$ cat src/rtl/rs_pkg.sv
// Shared constants and state encoding for the RS(255,239) encoder control path.
package rs_pkg;
    localparam int RS_N    = 255;
    localparam int RS_K    = 239;
    localparam int RS_NPAR = 16;
    localparam int SYM_W   = 8;

    typedef enum logic [1:0] {
        IDLE,
        MSG,
        PAR
    } rs_state_e;
endpackage

$ cat src/rtl/rs_sym_counter.sv
// Symbol counter: synchronous clear beats enable; tc_o flags count == tc_val_i.
module rs_sym_counter #(
    parameter int W = 8
) (
    input  logic         clk,
    input  logic         rst,
    input  logic         clr_i,
    input  logic         en_i,
    input  logic [W-1:0] tc_val_i,
    output logic         tc_o
);
    logic [W-1:0] cnt_q, cnt_d;

    always_comb begin
        cnt_d = cnt_q;
        if (clr_i)
            cnt_d = '0;
        else if (en_i)
            cnt_d = cnt_q + 1'b1;
    end

    always_ff @(posedge clk) begin
        if (rst)
            cnt_q <= '0;
        else
            cnt_q <= cnt_d;
    end

    assign tc_o = (cnt_q == tc_val_i);
endmodule

$ cat src/rtl/rs_enc_ctrl.sv
// Byte-serial RS(255,239) encoder control: feedback symbol, chain enables/clears,
// and the systematic message+parity output stream.
import rs_pkg::*;

module rs_enc_ctrl #(
    parameter int N    = RS_N,
    parameter int K    = RS_K,
    parameter int NPAR = RS_NPAR
) (
    input  logic             clk,
    input  logic             rst,
    input  logic [SYM_W-1:0] in_data,
    input  logic             in_valid,
    input  logic             in_sop,
    output logic             in_ready,
    input  logic [SYM_W-1:0] r_last,
    output logic [SYM_W-1:0] mr,
    output logic             lfsr_en,
    output logic             lfsr_clr,
    output logic [SYM_W-1:0] out_data,
    output logic             out_valid,
    output logic             out_sop,
    output logic             out_eop,
    output logic             err_sop
);
    if (NPAR != N - K) begin : g_bad_npar
        $error("rs_enc_ctrl: NPAR must equal N-K");
    end

    localparam logic [7:0] K_TC = 8'(K - 1);
    localparam logic [7:0] P_TC = 8'(NPAR - 1);

    rs_state_e        state_q, state_d;
    logic             clr_q, clr_d;     // post-parity clear cycle pending
    logic             pend_q, pend_d;   // aborting sop symbol waits out the clear
    logic [SYM_W-1:0] held_q, held_d;

    logic             cnt_clr, cnt_en, tc;
    logic             emit, emit_sop, emit_eop, err;
    logic [SYM_W-1:0] emit_data;

    logic [SYM_W-1:0] out_data_q;
    logic             out_valid_q, out_sop_q, out_eop_q, err_q;

    rs_sym_counter #(.W(8)) u_cnt (
        .clk      (clk),
        .rst      (rst),
        .clr_i    (cnt_clr),
        .en_i     (cnt_en),
        .tc_val_i ((state_q == PAR) ? P_TC : K_TC),
        .tc_o     (tc)
    );

    always_comb begin
        state_d   = state_q;
        clr_d     = 1'b0;
        pend_d    = 1'b0;
        held_d    = held_q;
        in_ready  = 1'b0;
        mr        = '0;
        lfsr_en   = 1'b0;
        lfsr_clr  = 1'b0;
        cnt_clr   = 1'b0;
        cnt_en    = 1'b0;
        emit      = 1'b0;
        emit_data = '0;
        emit_sop  = 1'b0;
        emit_eop  = 1'b0;
        err       = 1'b0;
        if (rst) begin
            lfsr_clr = 1'b1;
        end else begin
            unique case (state_q)
                IDLE: begin
                    if (pend_q) begin
                        // chain was cleared last cycle, so r_last is zero here
                        mr        = held_q;
                        lfsr_en   = 1'b1;
                        emit      = 1'b1;
                        emit_data = held_q;
                        emit_sop  = 1'b1;
                        cnt_en    = 1'b1;
                        state_d   = MSG;
                    end else if (clr_q) begin
                        lfsr_clr = 1'b1;
                    end else begin
                        in_ready = 1'b1;
                        if (in_valid) begin
                            if (in_sop) begin
                                mr        = in_data;
                                lfsr_en   = 1'b1;
                                emit      = 1'b1;
                                emit_data = in_data;
                                emit_sop  = 1'b1;
                                cnt_en    = 1'b1;
                                state_d   = MSG;
                            end else begin
                                err = 1'b1;
                            end
                        end
                    end
                end
                MSG: begin
                    in_ready = 1'b1;
                    if (in_valid) begin
                        if (in_sop) begin
                            err      = 1'b1;
                            lfsr_clr = 1'b1;
                            cnt_clr  = 1'b1;
                            pend_d   = 1'b1;
                            held_d   = in_data;
                            state_d  = IDLE;
                        end else begin
                            mr        = in_data ^ r_last;
                            lfsr_en   = 1'b1;
                            emit      = 1'b1;
                            emit_data = in_data;
                            if (tc) begin
                                cnt_clr = 1'b1;
                                state_d = PAR;
                            end else begin
                                cnt_en = 1'b1;
                            end
                        end
                    end
                end
                PAR: begin
                    lfsr_en   = 1'b1;
                    emit      = 1'b1;
                    emit_data = r_last;
                    if (tc) begin
                        emit_eop = 1'b1;
                        cnt_clr  = 1'b1;
                        clr_d    = 1'b1;
                        state_d  = IDLE;
                    end else begin
                        cnt_en = 1'b1;
                    end
                end
                default: state_d = IDLE;
            endcase
        end
    end

    always_ff @(posedge clk) begin
        if (rst) begin
            state_q     <= IDLE;
            clr_q       <= 1'b0;
            pend_q      <= 1'b0;
            held_q      <= '0;
            out_data_q  <= '0;
            out_valid_q <= 1'b0;
            out_sop_q   <= 1'b0;
            out_eop_q   <= 1'b0;
            err_q       <= 1'b0;
        end else begin
            state_q     <= state_d;
            clr_q       <= clr_d;
            pend_q      <= pend_d;
            held_q      <= held_d;
            out_data_q  <= emit_data;
            out_valid_q <= emit;
            out_sop_q   <= emit_sop;
            out_eop_q   <= emit_eop;
            err_q       <= err;
        end
    end

    assign out_data  = out_data_q;
    assign out_valid = out_valid_q;
    assign out_sop   = out_sop_q;
    assign out_eop   = out_eop_q;
    assign err_sop   = err_q;
endmodule

$ cat config.mk
export PLATFORM = sky130hd
export DESIGN_NAME = rs_enc_ctrl
export DESIGN_NICKNAME = d
export VERILOG_FILES = /design/src/rtl/rs_pkg.sv /design/src/rtl/rs_sym_counter.sv /design/src/rtl/rs_enc_ctrl.sv
export SDC_FILE = /design/constraint.sdc
export NUM_CORES = 1
export LEC_CHECK = 0
export BUFFER_PORTS_ARGS = -buffer_cell sky130_fd_sc_hd__buf_2
export CAP_MARGIN = 30
export CORE_MARGIN = 5
export CORE_UTILIZATION = 52
export DETAILED_ROUTE_END_ITERATION = 10
export PLACE_DENSITY = 0.87
export SLEW_MARGIN = 10
export SYNTH_ARGS = -nofsm -noshare
export SYNTH_HDL_FRONTEND = slang
export SYNTH_SLANG_ARGS = --single-unit
$ cat constraint.sdc
create_clock -name clk -period 2.4 [get_ports clk]
set_clock_uncertainty 0.15 [all_clocks]
set_input_delay 0.24 -clock clk [delete_from_list [all_inputs] [get_ports clk]]
set_output_delay 0.24 -clock clk [all_outputs]
set_load 0.02 [all_outputs]
==> results_dict.tcl, run 1 <==
set metrics [dict create \
    start_kind "register" \
    num_io_pins 43 \
    crit_buf_inv 1 \
    crit_cells 7 \
    io_buffers 42 \
    syn_inst 206 \
    p_leak_nw 0.819 \
    die_h_um 67.4 \
    slew_viol_final 0 \
    cts-buffers-inserted 5 \
    routed_wl_um 4010 \
    power_mw 0.995 \
    chipWidth_um 67.4 \
    vias_per_cell 5.55 \
    clk_pin_slew_worst_paths_ns 0.09 \
    route.detailed.drc 0 \
    drt-initial-drc-count 61 \
    ant_nets 0 \
    wl_per_cell_um 13.5 \
    syn2layout_area_growth_pct 21.0 \
    start_util_pct 55.2 \
    first_global_vias 1584 \
    layout_common_cells "buf_2 (42), nand2_1 (39), dfxtp_1 (31)" \
    min_path_type "input port to register" \
    synth_area_leader_cell "dfxtp_1" \
    syn-num-nets 231 \
    numClockSinks 31 \
    whs_path_depth 3 \
    coreArea_sq_mm 0.00310 \
    status "finished clean" \
    grtUsageTotal_pct 19.2 \
    endpoint_kind "register" \
    cts_tree "done" \
    ir_drop_mv 0.336 \
    cp_cell_sequence "inv_1 > ha_1 > nor4bb_2 > a22oi_2 > o311a_1 > o21bai_4 > nor2_1" \
    yosysTopAreaCellShare_pct 36.2 \
    required_ns 2.46 \
    worst_pin_slew_ns 0.500 \
    slowest_delay_ns 0.42 \
    cap_violations 0 \
    crit_path_max_fanout 7 \
    setup_violations 0 \
    clockBufferDepth 2 \
    syn_area_per_cell_sq_um 8.32 \
    syn_area_sq_mm 0.00171 \
    hold_viol 0 \
    final_common_cell "buf_2" \
    yosysSeqAreaShare_pct 36.2 \
    reg2reg_depth 7 \
    antenna_found_initial 0 \
    ys_types 44 \
    antenna_cells 0 \
    grt_pass1_wl_um 6710 \
    nNetsFinal 279 \
    worst_path_max_delay_cell "o311a_1" \
    fin_crit_ns 2.28 \
    dr_total_vias 1648 \
    fmax_ghz 0.438 \
    period_share_pct 95.2 \
    grt_max_degree 19 \
    row_count 20 \
    power_density_mw_per_mm2 480 \
    path_class "register to register" \
    slew_headroom_pct 66.2 \
    cts_root_buffer "clkbuf_4" \
    gp_congestion 0.879 \
    cp_top_family "compound AO/OA/AOI/OAI gates" \
    synth_top_cells_by_area "dfxtp_1 (36%), a21oi_1 (8.8%), nand2_1 (8.8%), mux2_2 (5.3%), xor2_1 (5.1%)" \
    first_pass_iters 4 \
    ys_ff_latch 31 \
    regArea_sq_um 621 \
    multiInputGateArea_sq_mm 0.00106 \
    ys_warn_count 0 \
    clkLatencyLatePin_ns 0.32 \
    htreeDepth 2 \
    fin_setup_tns_ns 0 \
    fillers 275 \
    overflow 0 \
    drive_gt1_share_pct 30.4 \
    hpwl_um 2980 \
    dieArea_sq_mm 0.00454 \
    crit_arrival_ns 2.35 \
]
-- Yosys cell counts (all sizes together) --
library cell  number
o211ai             2
mux2i              2
a21oi             31
nand2             40
or2                1
a22oi              9
nor4bb             1
o21bai             2
nand3b             1
mux2               8
o21ai              5
nand4b             2
nand4              1
nor3               1
dfxtp             31
or3                3
a211oi             1
o21a               1
o2111ai            1
and3               2
or4                1
a41oi              1
and4b              1
nor2              12
ha                 5
nor4               2
a311o              1
or4b               1
nor4b              1
nand3              6
nor3b              1
a21o               1
a31o               1
inv                5
buf                5
clkbuf             5
xor2              10
o311a              1
o31ai              1
-- cell families after synthesis --
logic type	Yosys count	share of synthesized area (%)
simple gates	77	21.5
compound gates	58	22.7
flops	31	36.2
buf+inv	15	4.38
xor+xnor	10	5.11
mux	10	6.42
fa+ha+maj	5	3.65
-- final timing paths --
path	startpoint	end	slack [ns]
max	state_q[0]$_SDFFE_PP0P_	u_cnt.cnt_q[0]$_SDFFE_PP0P_	0.12
min	in_data[2]	held_q[2]$_SDFFE_PP0P_	0.03
max reg2reg	state_q[0]$_SDFFE_PP0P_	u_cnt.cnt_q[0]$_SDFFE_PP0P_	0.12
min reg2reg	held_q[2]$_SDFFE_PP0P_	held_q[2]$_SDFFE_PP0P_	0.31
-- power by group --
| part | switching, mW | internal (mW) |
|---|---|---|
| clock | 0.162 | 0.104 |
| combinational | 0.115 | 0.0755 |
| sequential | 0.00919 | 0.529 |
| total | 0.287 | 0.708 |
-- cell type report --
class,instances,area share (%)
flip-flops and latches,31,29.9
well taps,44,2.65
inverters,5,0.905
repair buffers,51,13.6
multi-input cells,160,51.0
clock buffers,6,1.99
-- flip-flops by register name (all words and copies together), names as in the netlist --
name / cells
out_sop: 1
out_valid: 1
u_cnt.cnt_q: 8
pend_q: 1
out_eop: 1
state_q: 2
held_q: 8
err_sop: 1
out_data: 8
-- metal layers --
metal,vias to the layer above,share of wire (%),track usage (%)
met4,0,0.95,6.08
met1,768,43,20.8
li1,835,-,-
met5,-,0,0
met3,6,5.8,5.82
met2,39,51,35.6
-- worst reg2reg max path: cells and delay by family, from the launching register on --
kind,cells,cell delay (ns)
compound gates,3,0.80
fa+ha+maj,1,0.29
buf+inv,1,0.11
flops,1,0.41
simple gates,2,0.41
-- metrics by stage --
| stage | area, sq um | setup WS [ns] | instances | hold slack, ns | util, % |
|---|---|---|---|---|---|
| floorplan | 1710 | 0.128 | 206 | 0.226 | - |
| detailed placement | 1980 | 0.107 | 290 | 0.299 | 63.9 |
| global placement | 1980 | 0.201 | 290 | 0.289 | 63.9 |
| finish | 2070 | 0.116 | 297 | 0.0274 | 66.9 |
| CTS | 2030 | 0.0294 | 296 | 0.0179 | 65.4 |
| global route | 2070 | -0.0322 | 297 | 0.0105 | 66.9 |
-- timing repair --
item,in CTS,in global routing
hold buffers,0,0
gates resized for setup,2,7
buffers inserted,0,1
pin swaps,0,2
setup endpoints to repair,8,15
Note: power is estimated with default switching activity, not from simulation.
==> run 2: changes to the inputs <==
--- a/config.mk
+++ b/config.mk
@@ -8,5 +8,4 @@
 export BUFFER_PORTS_ARGS = -buffer_cell sky130_fd_sc_hd__buf_2
 export CAP_MARGIN = 30
-export CORE_MARGIN = 5
 export CORE_UTILIZATION = 52
 export DETAILED_ROUTE_END_ITERATION = 10
==> constraint.sdc (replaced) <==
create_clock -name clk -period 2.4 [get_ports clk]
set_clock_uncertainty 0.15 [all_clocks]
set_input_delay 0.36 -clock clk [delete_from_list [all_inputs] [get_ports clk]]
set_output_delay 0.36 -clock clk [all_outputs]
set_load 0.02 [all_outputs]
==> run 2 against run 1 <==
  * Setup slack lost 0.016 ns
  * Clock power grew 65%
  * Core utilization rose by 4.1 points
  * Die area shrank 22%
  * Register-to-register slack about the same
  * Via count is 2.8% higher
  * Final cell count grew 1.7%
  * Hold slack gained 0.097 ns
  * Highest routed layer unchanged
==> results_dict.tcl, run 2 (same netlist as run 1, synthesis figures left out) <==
set metrics [dict create \
    status "finished clean" \
    numClockSinks 31 \
    power_density_mw_per_mm2 541 \
    slew_headroom_pct 57.5 \
    die_h_um 59.4 \
    htreeDepth 2 \
    layout_common_cells "nand2_1 (39), buf_2 (38), a21oi_1 (30), dfxtp_1 (30), buf_4 (15)" \
    crit_top_cell "nand2_1" \
    worst_path_max_delay_cell "dfxtp_1" \
    cts_hold_buf 0 \
    antenna_found_initial 0 \
    grt_pass1_wl_um 6530 \
    coreArea_sq_mm 0.00308 \
    slew_viol_final 0 \
    route.detailed.drc 0 \
    hpwl_um 2990 \
    period_share_pct 95.8 \
    wl_per_cell_um 14.1 \
    endpoint_kind "primary output" \
    cp_cell_sequence "inv_2 > ha_4 > nand2_1 > nor2_4 > buf_6 > nand2_1 > a21oi_1 > buf_4" \
    p_leak_nw 0.862 \
    final_common_cell "nand2_1" \
    path_class "register to primary output" \
    chipWidth_um 59.4 \
    start_kind "register" \
    routed_wl_um 4260 \
    required_ns 1.89 \
    slowest_delay_ns 0.35 \
    clk_pin_slew_worst_paths_ns 0.11 \
    syn2layout_area_growth_pct 27.4 \
    fin_setup_tns_ns 0 \
    drt-initial-drc-count 79 \
    clockBufferDepth 2 \
    fin_cells 302 \
    power_mw 1.18 \
    fmax_ghz 0.435 \
    grtUsageTotal_pct 25.4 \
    io_buffers 42 \
    placed_area_sq_mm 0.00199 \
    row_count 20 \
    grt_max_degree 19 \
    ant_nets 0 \
    crit_path_max_fanout 10 \
    worst_pin_slew_ns 0.629 \
    ir_drop_mv 0.389 \
    vias_per_cell 5.61 \
    cts-buffers-inserted 5 \
    cp_top_family "buffers and inverters" \
    final_cell_area_sq_mm 0.00218 \
    drive_gt1_share_pct 33.7 \
    num_io_pins 43 \
    gp_congestion 0.868 \
    dieArea_sq_mm 0.00353 \
    start_util_pct 55.7 \
    first_pass_iters 4 \
    hold_viol 0 \
    crit_arrival_ns 1.79 \
    clkLatencyLatePin_ns 0.35 \
    nNetsFinal 282 \
    setup_violations 0 \
    cap_violations 0 \
    post-place-cells 291 \
    first_global_vias 1495 \
    crit_buf_inv 3 \
    dr_total_vias 1694 \
    min_path_type "input port to register" \
    overflow 0 \
    antenna_cells 0 \
    fin_crit_ns 2.30 \
    cts_tree "done" \
    cts_root_buffer "clkbuf_4" \
]
-- run 2: cell count changes in the layout (fill, tap and decap cells not counted), sizes merged --
cell	before	now
buf	51	54
bufinv	0	1
clkinv	0	1
-- run 2: worst min-delay path: cells and delay by family --
kind                   cells  cell delay (ns)
AOI/OAI and AO/OA          1             0.05
buffers and inverters      1             0.12
and+or+nand+nor            1             0.05
-- run 2: cell type report --
cell class / count / area, sq um
flip-flops and latches: 31 / 622
repair buffers: 54 / 314
clock inverters: 2 / 35.0
fillers: 259 / 895
clock buffers: 6 / 51.3
multi-input cells: 160 / 1090
inverters: 5 / 18.8
well taps: 44 / 55.1
-- run 2: what timing repair did --
action / in CTS / in global routing
setup endpoints to repair: 8 / 19
setup buffers: 2 / 1
pin swaps: 2 / 4
resized for setup: 6 / 14
hold endpoints to repair: 0 / 0
-- run 2: path summary, 6_finish.rpt --
| check | to | slack [ns] | start | cells after the start |
|---|---|---|---|---|
| max | mr[2] | 0.1 | state_q[1]$_SDFFE_PP0P_ | 8 |
| min reg2reg | held_q[2]$_SDFFE_PP0P_ | 0.31 | held_q[2]$_SDFFE_PP0P_ | 2 |
| max reg2reg | u_cnt.cnt_q[7]$_SDFFE_PP0P_ | 0.13 | state_q[1]$_SDFFE_PP0P_ | 9 |
| min | held_q[6]$_SDFFE_PP0P_ | 0.12 | in_data[6] | 3 |
-- run 2: per-layer routing --
metal	GRT usage (%)	vias to the layer above	part of all wire [%]
met3	8.73	9	7.4
met2	40.0	68	49
met4	15.0	0	1.6
met5	0	-	0
met1	29.6	770	42
li1	-	847	-
-- run 2: through the flow --
stage          setup WS, ns  utilization [%]  hold slack [ns]
2_1_floorplan        0.0193                -            0.283
3_3_place_gp          0.218             64.7            0.289
3_5_place_dp          0.108             64.7            0.295
4_1_cts              0.0202             68.7            0.119
5_1_grt             -0.0190             70.9            0.122
6_report              0.100             70.9            0.125
-- run 2: where the power goes --
group | switching, mW | internal, mW | total [mW]
Clock | 0.193 | 0.246 | 0.439
Combinational | 0.120 | 0.0836 | 0.204
Sequential | 0.00912 | 0.529 | 0.539
==> run 3: changes to the inputs <==
CORE_UTILIZATION = 47   (was 52)
PLACE_DENSITY = 0.84   (was 0.87)
clock period = 2.1 ns   (was 2.4 ns; I/O delays follow)
==> run 3 against run 2 <==
  * The flow now finishes with violations (negative setup slack)
  * Combinational power increased by 68%
  * Setup slack got worse by 0.29 ns
  * Final cell count increased by 11%
  * Clock power decreased by 16%
  * Power increased by 12%
  * Register-to-register slack got worse by 0.32 ns
  * Clock-buffer cell count unchanged
  * Sequential power increased by 14%
  * Largest cell class unchanged
  * Highest routed layer unchanged
==> results_dict.tcl, run 3 (same netlist as run 1, synthesis figures left out) <==
set metrics [dict create \
    status "finished with violations" \
    violations "negative setup slack" \
    power_density_mw_per_mm2 508 \
    die_h_um 62.4 \
    num_io_pins 43 \
    dp_slack_ns -0.0551 \
    worst_pin_slew_ns 0.374 \
    layout_common_cells "buf_4 (40), buf_2 (31), nand2_1 (29), dfxtp_1 (29), a21oi_1 (20)" \
    critPathCapture "u_cnt.cnt_q[4]$_SDFFE_PP0P_" \
    hold_viol 0 \
    routed_wl_um 5340 \
    worst_slack_ns -0.186 \
    final_common_cell "buf_4" \
    cap_violations 0 \
    worstReg2RegStart "state_q[0]$_SDFFE_PP0P_" \
    antenna_found_initial 0 \
    first_pass_iters 6 \
    route.detailed.drc 0 \
    drive_gt1_share_pct 51.4 \
    htreeDepth 2 \
    clockBufferDepth 2 \
    cts_root_buffer "clkbuf_4" \
    clk_pin_slew_worst_paths_ns 0.10 \
    nNetsFinal 315 \
    gp_congestion 0.848 \
    rr_endpoint "u_cnt.cnt_q[4]$_SDFFE_PP0P_" \
    dr_total_vias 1899 \
    setup_violations 20 \
    busiest_layer "met2" \
    start_util_pct 50.2 \
    hpwl_um 3080 \
    cts_tree "done" \
    cp_cell_sequence "inv_2 > buf_6 > ha_4 > nand4b_1 > buf_4 > a41oi_4 > buf_6 > o211ai_1 > buf_4 > or3_4 > a21oi_2" \
    numClockSinks 31 \
    grt_max_degree 19 \
    ir_drop_mv 0.338 \
    chipWidth_um 62.4 \
    fmax_ghz 0.437 \
    slowest_delay_ns 0.35 \
    slew_viol_final 0 \
    start_kind "register" \
    crit_cells 11 \
    post-place-cells 308 \
    rsz0062_at_grt "yes" \
    grtUsageMet2_pct 48.1 \
    power_mw 1.32 \
    worstSetupStartpoint "state_q[0]$_SDFFE_PP0P_" \
    antenna_cells 0 \
    min_path_type "input port to register" \
    global_route.usage.met3_pct 6.20 \
    grt_pass1_wl_um 8310 \
    p_leak_nw 1.05 \
    cp_top_family "buffers and inverters" \
    fin_cells 336 \
    grtUsageTotal_pct 27.2 \
    cts-buffers-inserted 5 \
    overflow 0 \
    wl_per_cell_um 15.9 \
    worst_path_max_delay_cell "dfxtp_2" \
    io_buffers 42 \
    drt-initial-drc-count 128 \
    row_count 21 \
    period_share_pct 109 \
    crit_arrival_ns 2.41 \
    path_class "register to register" \
    fillers 217 \
    crit_buf_inv 5 \
    ant_nets 0 \
    slew_headroom_pct 74.9 \
    fin_crit_ns 2.29 \
    required_ns 2.22 \
    vias_per_cell 5.65 \
    reg2reg_depth 11 \
    met1_usage_pct 30.6 \
    dieArea_sq_mm 0.00389 \
    endpoint_kind "register" \
    r2r_setup_slack_ns -0.19 \
    clkLatencyLatePin_ns 0.34 \
    syn2layout_area_growth_pct 52.0 \
    coreArea_sq_mm 0.00342 \
    crit_path_max_fanout 4 \
    first_global_vias 1885 \
]
-- run 3: cell types whose count changed in the layout (fill, tap and decap cells not counted), moves of 2 or more --
cell / previous run / this run
or3_1: 3 / 1
or3_4: 0 / 2
nor2_1: 11 / 9
buf_2: 38 / 31
a21oi_2: 1 / 11
a21oi_1: 30 / 20
nand2_2: 1 / 8
buf_6: 1 / 16
nand2_1: 39 / 29
nand2_4: 0 / 3
buf_4: 15 / 40
-- run 3: power breakdown --
group | internal (mW) | switching (mW) | leakage, nW
clock | 0.155 | 0.213 | 0.0341
combinational | 0.163 | 0.180 | 0.761
sequential | 0.604 | 0.00848 | 0.252
-- run 3: cell type report --
type	count	area, sq um	area share [%]
timing repair buffer	87	636	24.4
clock inverter	1	5.00	0.192
clock buffer	6	51.3	1.97
sequential	31	626	24.0
tap	46	57.6	2.21
inverter	5	21.3	0.817
multi-input combinational	160	1210	46.4
-- run 3: how the worst min path moves through the flow --
stage | from | end | slack, ns | depth (start not counted)
2_1_floorplan | held_q[0]$_SDFFE_PP0P_ | held_q[0]$_SDFFE_PP0P_ | 0.28 | 2
3_3_place_gp | held_q[1]$_SDFFE_PP0P_ | held_q[1]$_SDFFE_PP0P_ | 0.29 | 2
3_5_place_dp | held_q[2]$_SDFFE_PP0P_ | held_q[2]$_SDFFE_PP0P_ | 0.29 | 2
4_1_cts | in_data[6] | held_q[6]$_SDFFE_PP0P_ | 0.08 | 3
5_1_grt | in_data[4] | held_q[4]$_SDFFE_PP0P_ | 0.08 | 3
6_report | in_data[6] | held_q[6]$_SDFFE_PP0P_ | 0.08 | 3
-- run 3: metal layers --
metal | vias up | routed length [um]
met1 | 908 | 2170
met4 | 0 | 159
met5 | - | 0
li1 | 902 | -
met3 | 18 | 279
met2 | 71 | 2730
-- run 3: worst register-to-register path, cell delays in order (launching register included) --
cell      delay (ns)
dfxtp_2         0.35
inv_2           0.07
buf_6           0.11
ha_4            0.14
nand4b_1        0.17
buf_4           0.20
a41oi_4         0.15
buf_6           0.14
o211ai_1        0.09
buf_4           0.17
or3_4           0.33
a21oi_2         0.14
-- run 3: repair_timing --
action	in CTS	in global routing
endpoints found under the setup margin	17	21
setup buffers	13	7
pin swaps	15	12
hold buffers	0	0
gates resized for setup	49	18
cloned	1	0
-- run 3: stage by stage --
step                      hold slack (ns)  setup TNS, ns  area [sq um]  utilization, %
after floorplan                     0.283              0          1770               -
after global placement              0.289              0          2160            63.2
after detailed placement            0.294         -0.141          2160            63.2
after CTS                          0.0781          -1.00          2480            72.6
after global routing               0.0781          -3.64          2610            76.3
final                              0.0850          -2.09          2610            76.3
